===== src/rtl/vga_timing_gen.sv =====
// Raster timing generator: x/y scan counters plus registered hsync/vsync/video_on strobes.
// Optional VGA_TIMING_PIXDIV_EN: advance on every other clk (100 MHz board clock -> 50 MHz pixel rate).
module vga_timing_gen #(
  parameter int H_ACTIVE = 800,
  parameter int H_FP     = 56,
  parameter int H_SYNC   = 120,
  parameter int H_BP     = 64,
  parameter int V_ACTIVE = 600,
  parameter int V_FP     = 37,
  parameter int V_SYNC   = 6,
  parameter int V_BP     = 23,
  parameter int H_POL    = 1,
  parameter int V_POL    = 1
) (
  input  logic        clk,
  input  logic        rst_n,
  output logic [10:0] x_count,
  output logic [9:0]  y_count,
  output logic        hsync,
  output logic        vsync,
  output logic        video_on,
  output logic        pix_tick,
  output logic        line_end,
  output logic        frame_start
);

  localparam int H_TOTAL = H_ACTIVE + H_FP + H_SYNC + H_BP;
  localparam int V_TOTAL = V_ACTIVE + V_FP + V_SYNC + V_BP;

  localparam logic [10:0] H_LAST     = 11'(H_TOTAL - 1);
  localparam logic [10:0] H_VIS      = 11'(H_ACTIVE);
  localparam logic [10:0] HS_FIRST   = 11'(H_ACTIVE + H_FP);
  localparam logic [10:0] HS_LAST    = 11'(H_ACTIVE + H_FP + H_SYNC - 1);
  localparam logic [9:0]  V_LAST     = 10'(V_TOTAL - 1);
  localparam logic [9:0]  V_VIS      = 10'(V_ACTIVE);
  localparam logic [9:0]  VS_FIRST   = 10'(V_ACTIVE + V_FP);
  localparam logic [9:0]  VS_LAST    = 10'(V_ACTIVE + V_FP + V_SYNC - 1);
  localparam logic        H_ASSERTED = 1'(H_POL);
  localparam logic        V_ASSERTED = 1'(V_POL);

  logic        adv;
  logic [10:0] x_reg, x_next;
  logic [9:0]  y_reg, y_next;
  logic        hsync_reg, vsync_reg, video_on_reg;
  logic        pix_tick_reg, line_end_reg, frame_start_reg;
  logic        hs_active_next, vs_active_next, video_on_next;

`ifdef VGA_TIMING_PIXDIV_EN
  // Toggle starts at 0, so the first advance lands on the 2nd clk after reset release.
  logic div_reg;
  always_ff @(posedge clk or negedge rst_n) begin
    if (!rst_n) begin
      div_reg <= 1'b0;
    end else begin
      div_reg <= ~div_reg;
    end
  end
  assign adv = div_reg;
`else
  assign adv = 1'b1;
`endif

  always_comb begin
    x_next = x_reg;
    y_next = y_reg;
    if (x_reg == H_LAST) begin
      x_next = '0;
      y_next = (y_reg == V_LAST) ? '0 : y_reg + 10'd1;
    end else begin
      x_next = x_reg + 11'd1;
    end
  end

  // Strobes decode the next-state counters so they line up with the registered counters.
  assign hs_active_next = (x_next >= HS_FIRST) && (x_next <= HS_LAST);
  assign vs_active_next = (y_next >= VS_FIRST) && (y_next <= VS_LAST);
  assign video_on_next  = (x_next < H_VIS) && (y_next < V_VIS);

  always_ff @(posedge clk or negedge rst_n) begin
    if (!rst_n) begin
      x_reg           <= '0;
      y_reg           <= '0;
      hsync_reg       <= ~H_ASSERTED;
      vsync_reg       <= ~V_ASSERTED;
      video_on_reg    <= 1'b0;
      pix_tick_reg    <= 1'b0;
      line_end_reg    <= 1'b0;
      frame_start_reg <= 1'b0;
    end else begin
      pix_tick_reg    <= adv;
      line_end_reg    <= adv && (x_next == H_LAST);
      frame_start_reg <= adv && (x_next == '0) && (y_next == '0);
      if (adv) begin
        x_reg        <= x_next;
        y_reg        <= y_next;
        hsync_reg    <= hs_active_next ? H_ASSERTED : ~H_ASSERTED;
        vsync_reg    <= vs_active_next ? V_ASSERTED : ~V_ASSERTED;
        video_on_reg <= video_on_next;
      end
    end
  end

  assign x_count     = x_reg;
  assign y_count     = y_reg;
  assign hsync       = hsync_reg;
  assign vsync       = vsync_reg;
  assign video_on    = video_on_reg;
  assign pix_tick    = pix_tick_reg;
  assign line_end    = line_end_reg;
  assign frame_start = frame_start_reg;

endmodule


===== config.mk =====
export PLATFORM = sky130hd
export DESIGN_NAME = vga_timing_gen
export DESIGN_NICKNAME = d
export VERILOG_FILES = /design/src/rtl/vga_timing_gen.sv
export SDC_FILE = /design/constraint.sdc
export NUM_CORES = 1
export LEC_CHECK = 0
export CORE_MARGIN = 3
export CORE_UTILIZATION = 23
export CTS_CLUSTER_DIAMETER = 80
export DETAILED_ROUTE_END_ITERATION = 16
export HOLD_SLACK_MARGIN = 0.1
export PLACE_DENSITY = 0.48
export SYNTH_ARGS = -nofsm -noshare
export SYNTH_HDL_FRONTEND = slang
export SYNTH_SLANG_ARGS = --single-unit

===== constraint.sdc =====
create_clock -name clk -period 2.6 [get_ports clk]
set_input_delay 0.65 -clock clk [delete_from_list [all_inputs] [get_ports clk]]
set_output_delay 0.65 -clock clk [all_outputs]
set_load 0.05 [all_outputs]

## Yosys cells after proc, flatten, opt, wreduce, memory -nomap -nowiden

Cells that the tools add are included.
W data, S select, Z words.

- Flip-flop bits (word level): 27
- Input bits: 2
- Word-level logic and storage cells: 30

- Add/sub/neg operators: 2
- $lt $le $gt $ge: 6
- Eq/ne operators: 3
- Mux-type cells: 5
- Reduce and logical (&&, ||, !) cells: 6

Operator list:

| kind | count |
|---|---|
| $eq A11 B11 Y1 const B | 2 |
| $mux W10 | 2 |
| $add A11 B1 Y11 const B | 1 |
| $ge A11 B10 Y1 const B | 1 |
| $le A11 B10 Y1 const B | 1 |
| $logic_not A11 Y1 | 1 |
| $lt A11 B10 Y1 const B | 1 |
| $mux W11 | 1 |
| $add A10 B1 Y10 const B | 1 |
| $eq A10 B10 Y1 const B | 1 |
| $ge A10 B10 Y1 const B | 1 |
| $le A10 B10 Y1 const B | 1 |
| $logic_not A10 Y1 | 1 |
| $lt A10 B10 Y1 const B | 1 |
| $logic_and A1 B1 Y1 | 4 |
| $mux W1 | 2 |

## Depth between registers and ports, before layout

Gate-level depths: netlist (run 1).

- Word-level depth: 6
- Depth in mapped cells: 10

## Least setup slack after synthesis (run 1)

No wires, ideal clock.

- Path kind: register -> register
- From: register x_reg[0], in the netlist x_count[0]
- To: register vsync_reg, in the netlist vsync
- Arrival: 2.572 ns
- Slack: -0.054 ns
- Cell stages (with the launch flop): 10
- Buffers on the path: 2
- Period minus slack after synthesis: 2.654 ns
- Cells stage by stage: dfrtp_1 ha_1 buf_6 and3_4 buf_6 nand3_2 or3_1 a21bo_1 or4_1 o22ai_1

- Cells in the longest elaborated chain, start to end: 5
- Elaborated cells between the ends (all ways): 6

RTL lines:

| item | RTL line | RTL |
|---|---|---|
| from (decl) | 42 | `logic [10:0] x_reg, x_next;` |
| from (signal assigned) | 94 | `x_reg <= x_next;` |
| $eq A11 B11 Y1 (*) | 66 | `if (x_reg == H_LAST) begin` |
| $mux W10 (*) | 66 |  |
| $ge A10 B10 Y1 or $le A10 B10 Y1 (tied branches) | 76 | `assign vs_active_next = (y_next >= VS_FIRST) && (y_next <= VS_LAST);` |
| $logic_and A1 B1 Y1 (*) | 76 |  |
| net vs_active_next | 46 | `logic hs_active_next, vs_active_next, video_on_next;` |
| $mux W1 (*) | 97 | `vsync_reg <= vs_active_next ? V_ASSERTED : ~V_ASSERTED;` |
| to (signal assigned) | 84 | `vsync_reg <= ~V_ASSERTED;` |
| to (signal assigned) | 97 |  |
| to (decl) | 44 | `logic hsync_reg, vsync_reg, video_on_reg;` |

Mark *: on every way through the listed nets, which the timed path passes. The rest lies on a longest branch.

## Worst setup path in the final report (run 1)

- From: register x_reg[0], in the netlist x_count[0]
- To: register vsync_reg, in the netlist vsync

- Cells in the longest elaborated chain, start to end: 5
- Elaborated cells between the ends (all ways): 6

RTL lines:

| item | RTL line | RTL |
|---|---|---|
| $eq A11 B11 Y1 (*) | 66 |  |
| $mux W10 (*) | 66 |  |
| net y_next[3] | 43 | `logic [9:0] y_reg, y_next;` |
| $ge A10 B10 Y1 or $le A10 B10 Y1 (tied branches) | 76 |  |
| $logic_and A1 B1 Y1 (*) | 76 |  |
| net vs_active_next | 46 |  |
| $mux W1 (*) | 97 |  |

Marked as above.

==> results of run 1 <==
==> routing by layer <==
layer / track usage, % / vias to the layer above / wire length, um
li1: - / 739 / -
met5: 0 / - / 0
met4: 3.47 / 0 / 52
met3: 1.54 / 4 / 132
met1: 17.2 / 736 / 2400
met2: 16.5 / 28 / 1990
==> per-stage QoR <==
stage / worst slack [ns] / power, mW / instance area, sq um
3_3_place_gp: 0.181 / 0.445 / 2160
5_1_grt: 0.00339 / 0.724 / 2210
4_1_cts: 0.153 / 0.707 / 2210
6_report: 0.155 / 0.696 / 2210
3_5_place_dp: 0.186 / 0.445 / 2160
2_1_floorplan: 0.137 / 0.432 / 1720
==> worst min path at each step <==
stage | end | start | slack [ns] | cells after the start
after global placement | x_count[0] | x_count[0] | 0.55 | 1
final | x_count[0] | x_count[0] | 0.57 | 1
after detailed placement | x_count[0] | x_count[0] | 0.55 | 1
after global routing | x_count[0] | x_count[0] | 0.60 | 1
after floorplan | frame_start | rst_n | 0.35 | 0
after CTS | x_count[0] | x_count[0] | 0.57 | 1
==> power by group through the flow <==
stage	logic (mW)	clock network [mW]	registers, mW
floorplan	0.000125	0	0.432
global placement	0.0165	0	0.429
detailed placement	0.0163	0	0.429
CTS	0.0162	0.270	0.421
global route	0.0180	0.285	0.421
finish	0.0151	0.260	0.421
==> area by class of cell <==
| class | count | area [sq um] | share of cell area (%) |
|---|---|---|---|
| Inverter | 10 | 37.5 | 1.70 |
| Tap cell | 96 | 120 | 5.43 |
| Sequential cell | 27 | 678 | 30.7 |
| Timing Repair Buffer | 42 | 385 | 17.4 |
| Multi-Input combinational cell | 136 | 942 | 42.6 |
| Clock buffer | 3 | 41.3 | 1.87 |
| Clock inverter | 1 | 7.51 | 0.339 |
==> placed cells by master, fill, tap and decap left out, types with 2 or more instances in the layout <==
cell             Yosys  routed
a211oi_1             3       3
a21o_1               2       2
a21oi_1              5       5
and2_1               2       2
and3_1               3       3
buf_4                1      14
clkbuf_8             0       3
clkdlybuf4s50_1      0      28
dfrtp_1             27      25
dfrtp_2              0       2
ha_1                 4       4
inv_1               10      10
nand2_1             13      13
nand3_1              9       9
nand3_2              2       2
nand4_1              6       6
nand4bb_1            2       2
nor2_1              13      13
nor3_1               4       4
nor4_1               3       3
o211ai_1             2       2
o21ai_0              7       7
o22ai_1              2       2
o31a_1               2       2
o31ai_1              2       2
or3_1                5       5
or3b_1               3       3
or4_1                2       2
xnor2_1              2       2
xor2_1              10      10
==> cell usage after synthesis (all sizes together), types with 2 or more instances <==
cell type and n:
nor4b 2, nor3 6, nand3 11, a211oi 3, or3 5, a21oi 5, o31ai 2, o211ai 2
and2 2, or3b 4, o21ai 8, nor2 13, nand4bb 2, inv 10, a21o 2, and3 5
o22ai 2, dfrtp 27, nor4 4, o31a 2, xor2 10, xnor2 2, or4 3, nand2 13
clkbuf 2, nand4 6, ha 4, a21bo 2, buf 7
==> cell families after synthesis <==
logic type | Yosys count
muxes | 1
xor gates and xnor gates | 12
buffers and inverters | 19
adders and majority gates | 4
and+or+nand+nor | 84
other | 1
AOI/OAI and AO/OA | 34
DFF | 27
==> impl_metrics.csv, run 1 <==
group,metric,value,unit
detailed_routing,drc,0,
global_route,grt.overflow.total,0,
cells_and_area,finalNetCount,226,
critical_path,worstPathCellList,"ha_1 -> and3_4 -> and3_2 -> a31oi_1 -> a21bo_1 -> or4_1 -> o22ai_1",
cells_and_area,largest_reg_flops,11,
floorplan,fp.dieH,92.3,um
critical_path,critPathCapture,"vsync",
detailed_routing,vias_per_cell,4.78,
synthesis,synth_area_leaders,"dfrtp_1 (39%), xor2_1 (5.1%), ha_1 (2.9%)",
critical_path,path_buf_inv,0,
synthesis,yosysSeqAreaShare,39.4,%
power,p_per_area,315,nW/um^2
global_route,grt_pass1_vias,1475,
clocking,clk_pin_slew,0.11,ns
clocking,cts_tree,"done",
synthesis,muxShareOfSynthArea,0.584,%
floorplan,row_count,30,
clocking,cts-htree-levels,1,
sta,setup_viol,0,
floorplan,core,7020,sq um
cells_and_area,fin_cells,315,
critical_path,crit_type,"flip-flop to flip-flop",
detailed_routing,via_count,1507,
flow_run,maxCapViolCount,0,
placement,dp_hpwl,3.48,mm
critical_path,slowest_delay,0.48,ns
critical_path,startpoint_type,"flip-flop",
floorplan,die_w,92.3,um
clocking,cts.sinks,27,
sta,slew_headroom,64.6,%
power,p_sw,0.163,mW
synthesis,synth-main-ff-cell,"dfrtp_1",
power,p_int,0.533,mW
critical_path,r2r_end,"vsync",
critical_path,slowest_stage,"dfrtp_2",
power,peakVddDrop,0.000188,V
critical_path,path_depth,7,
critical_path,critPathMaxFanout,13,
synthesis,synth_compound_area_share,13.6,%
synthesis,synth_top_family_by_area,"simple AND/OR/NAND/NOR gates",
detailed_routing,antenna_left,0,
global_route,grtUsageTotal,11.3,%
clocking,clock_latency,0.28,ns
cells_and_area,fillers,755,
synthesis,synthesis.area,1710,sq um
sta,tightestPinTransition,0.529,ns
power,p_seq_share,60.5,%
clocking,cts_resized,0,
synthesis,synth_edf_count,0,
detailed_routing,drtIter0Drc,114,
sta,post-route-period-util,94.0,%
global_route,grt_pass1_wl,7.82,mm
sta,timing.setup.tns,0,ns
hold_path,hold_class,"flip-flop to flip-flop",
synthesis,synthAdderAreaFrac,2.92,%
critical_path,startpoint,"x_count[0]",
global_route,grt_max_degree,28,
synthesis,async_reset_ff_share,100,%
power,power.clock.fraction,37.4,%
critical_path,worstReg2RegStart,"x_count[0]",
cells_and_area,diodes,0,
detailed_routing,routed_wl,4.57,mm
critical_path,cp_top_family,"simple AND/OR/NAND/NOR gates",
synthesis,synth_area_leader_cell,"dfrtp_1",
sta,fin_skew,0.00727,ns
synthesis,post_synth_inst_count,182,
clocking,clock_path_buffers,2,
clocking,cts-buffers-inserted,3,
synthesis,ys_warn_count,0,
cells_and_area,drive_above_1_share,15.1,%
cells_and_area,area_growth,29.1,%
critical_path,endpoint_kind,"flip-flop",
clocking,cts_setup_buffers,0,
critical_path,crit_required,2.80,ns
synthesis,synth-simple-area-share,31.5,%
sta,fin_crit,2.44,ns
placement,gp_congestion,0.841,
outcome,status,"complete, no violations",
floorplan,io_pins,29,
synthesis,syn-num-nets,188,
power,p_comb_share,2.2,%
placement,place_inst,311,
critical_path,reg2regPathDepth,7,
cells_and_area,fin_util,31.5,%
floorplan,start_util,24.4,%
sta,slew_violations,0,
power,p_leak,0.914,nW
clocking,clockRootBuffer,"clkbuf_8",
synthesis,ys_types,59,
synthesis,yosys_register_bits,27,
sta,fmax,409,MHz
power,swShare,23.4,%
detailed_routing,wire_per_inst,14.5,um
synthesis,synthXorXnorAreaFrac,6.13,%
clocking,postCtsHoldBufs,0,
floorplan,dieArea,8520,sq um
global_route,antenna_found_initial,0,
placement,portBuffers,28,
sta,holdWs,0.567,ns
critical_path,rrSetupSlack,0.16,ns
sta,finalHoldViolCount,0,
synthesis,post_synth.cell_area_avg,9.42,sq um
sta,rsz0062_at_grt,"no",
synthesis,yosysTopAreaCellShare,39.4,%
critical_path,crit_arrival,2.65,ns
detailed_routing,firstDrtPassIters,4,
Note: power is estimated with default switching activity, not from simulation.
==> run 2, diff against run 1 <==
--- a/config.mk
+++ b/config.mk
@@ -11,6 +11,7 @@
 export DETAILED_ROUTE_END_ITERATION = 16
 export HOLD_SLACK_MARGIN = 0.1
 export PLACE_DENSITY = 0.48
+export SLEW_MARGIN = 10
 export SYNTH_ARGS = -nofsm -noshare
 export SYNTH_HDL_FRONTEND = slang
 export SYNTH_SLANG_ARGS = --single-unit
==> results of run 2 <==
Final layout, timing and power as in run 1 (identical DEF).
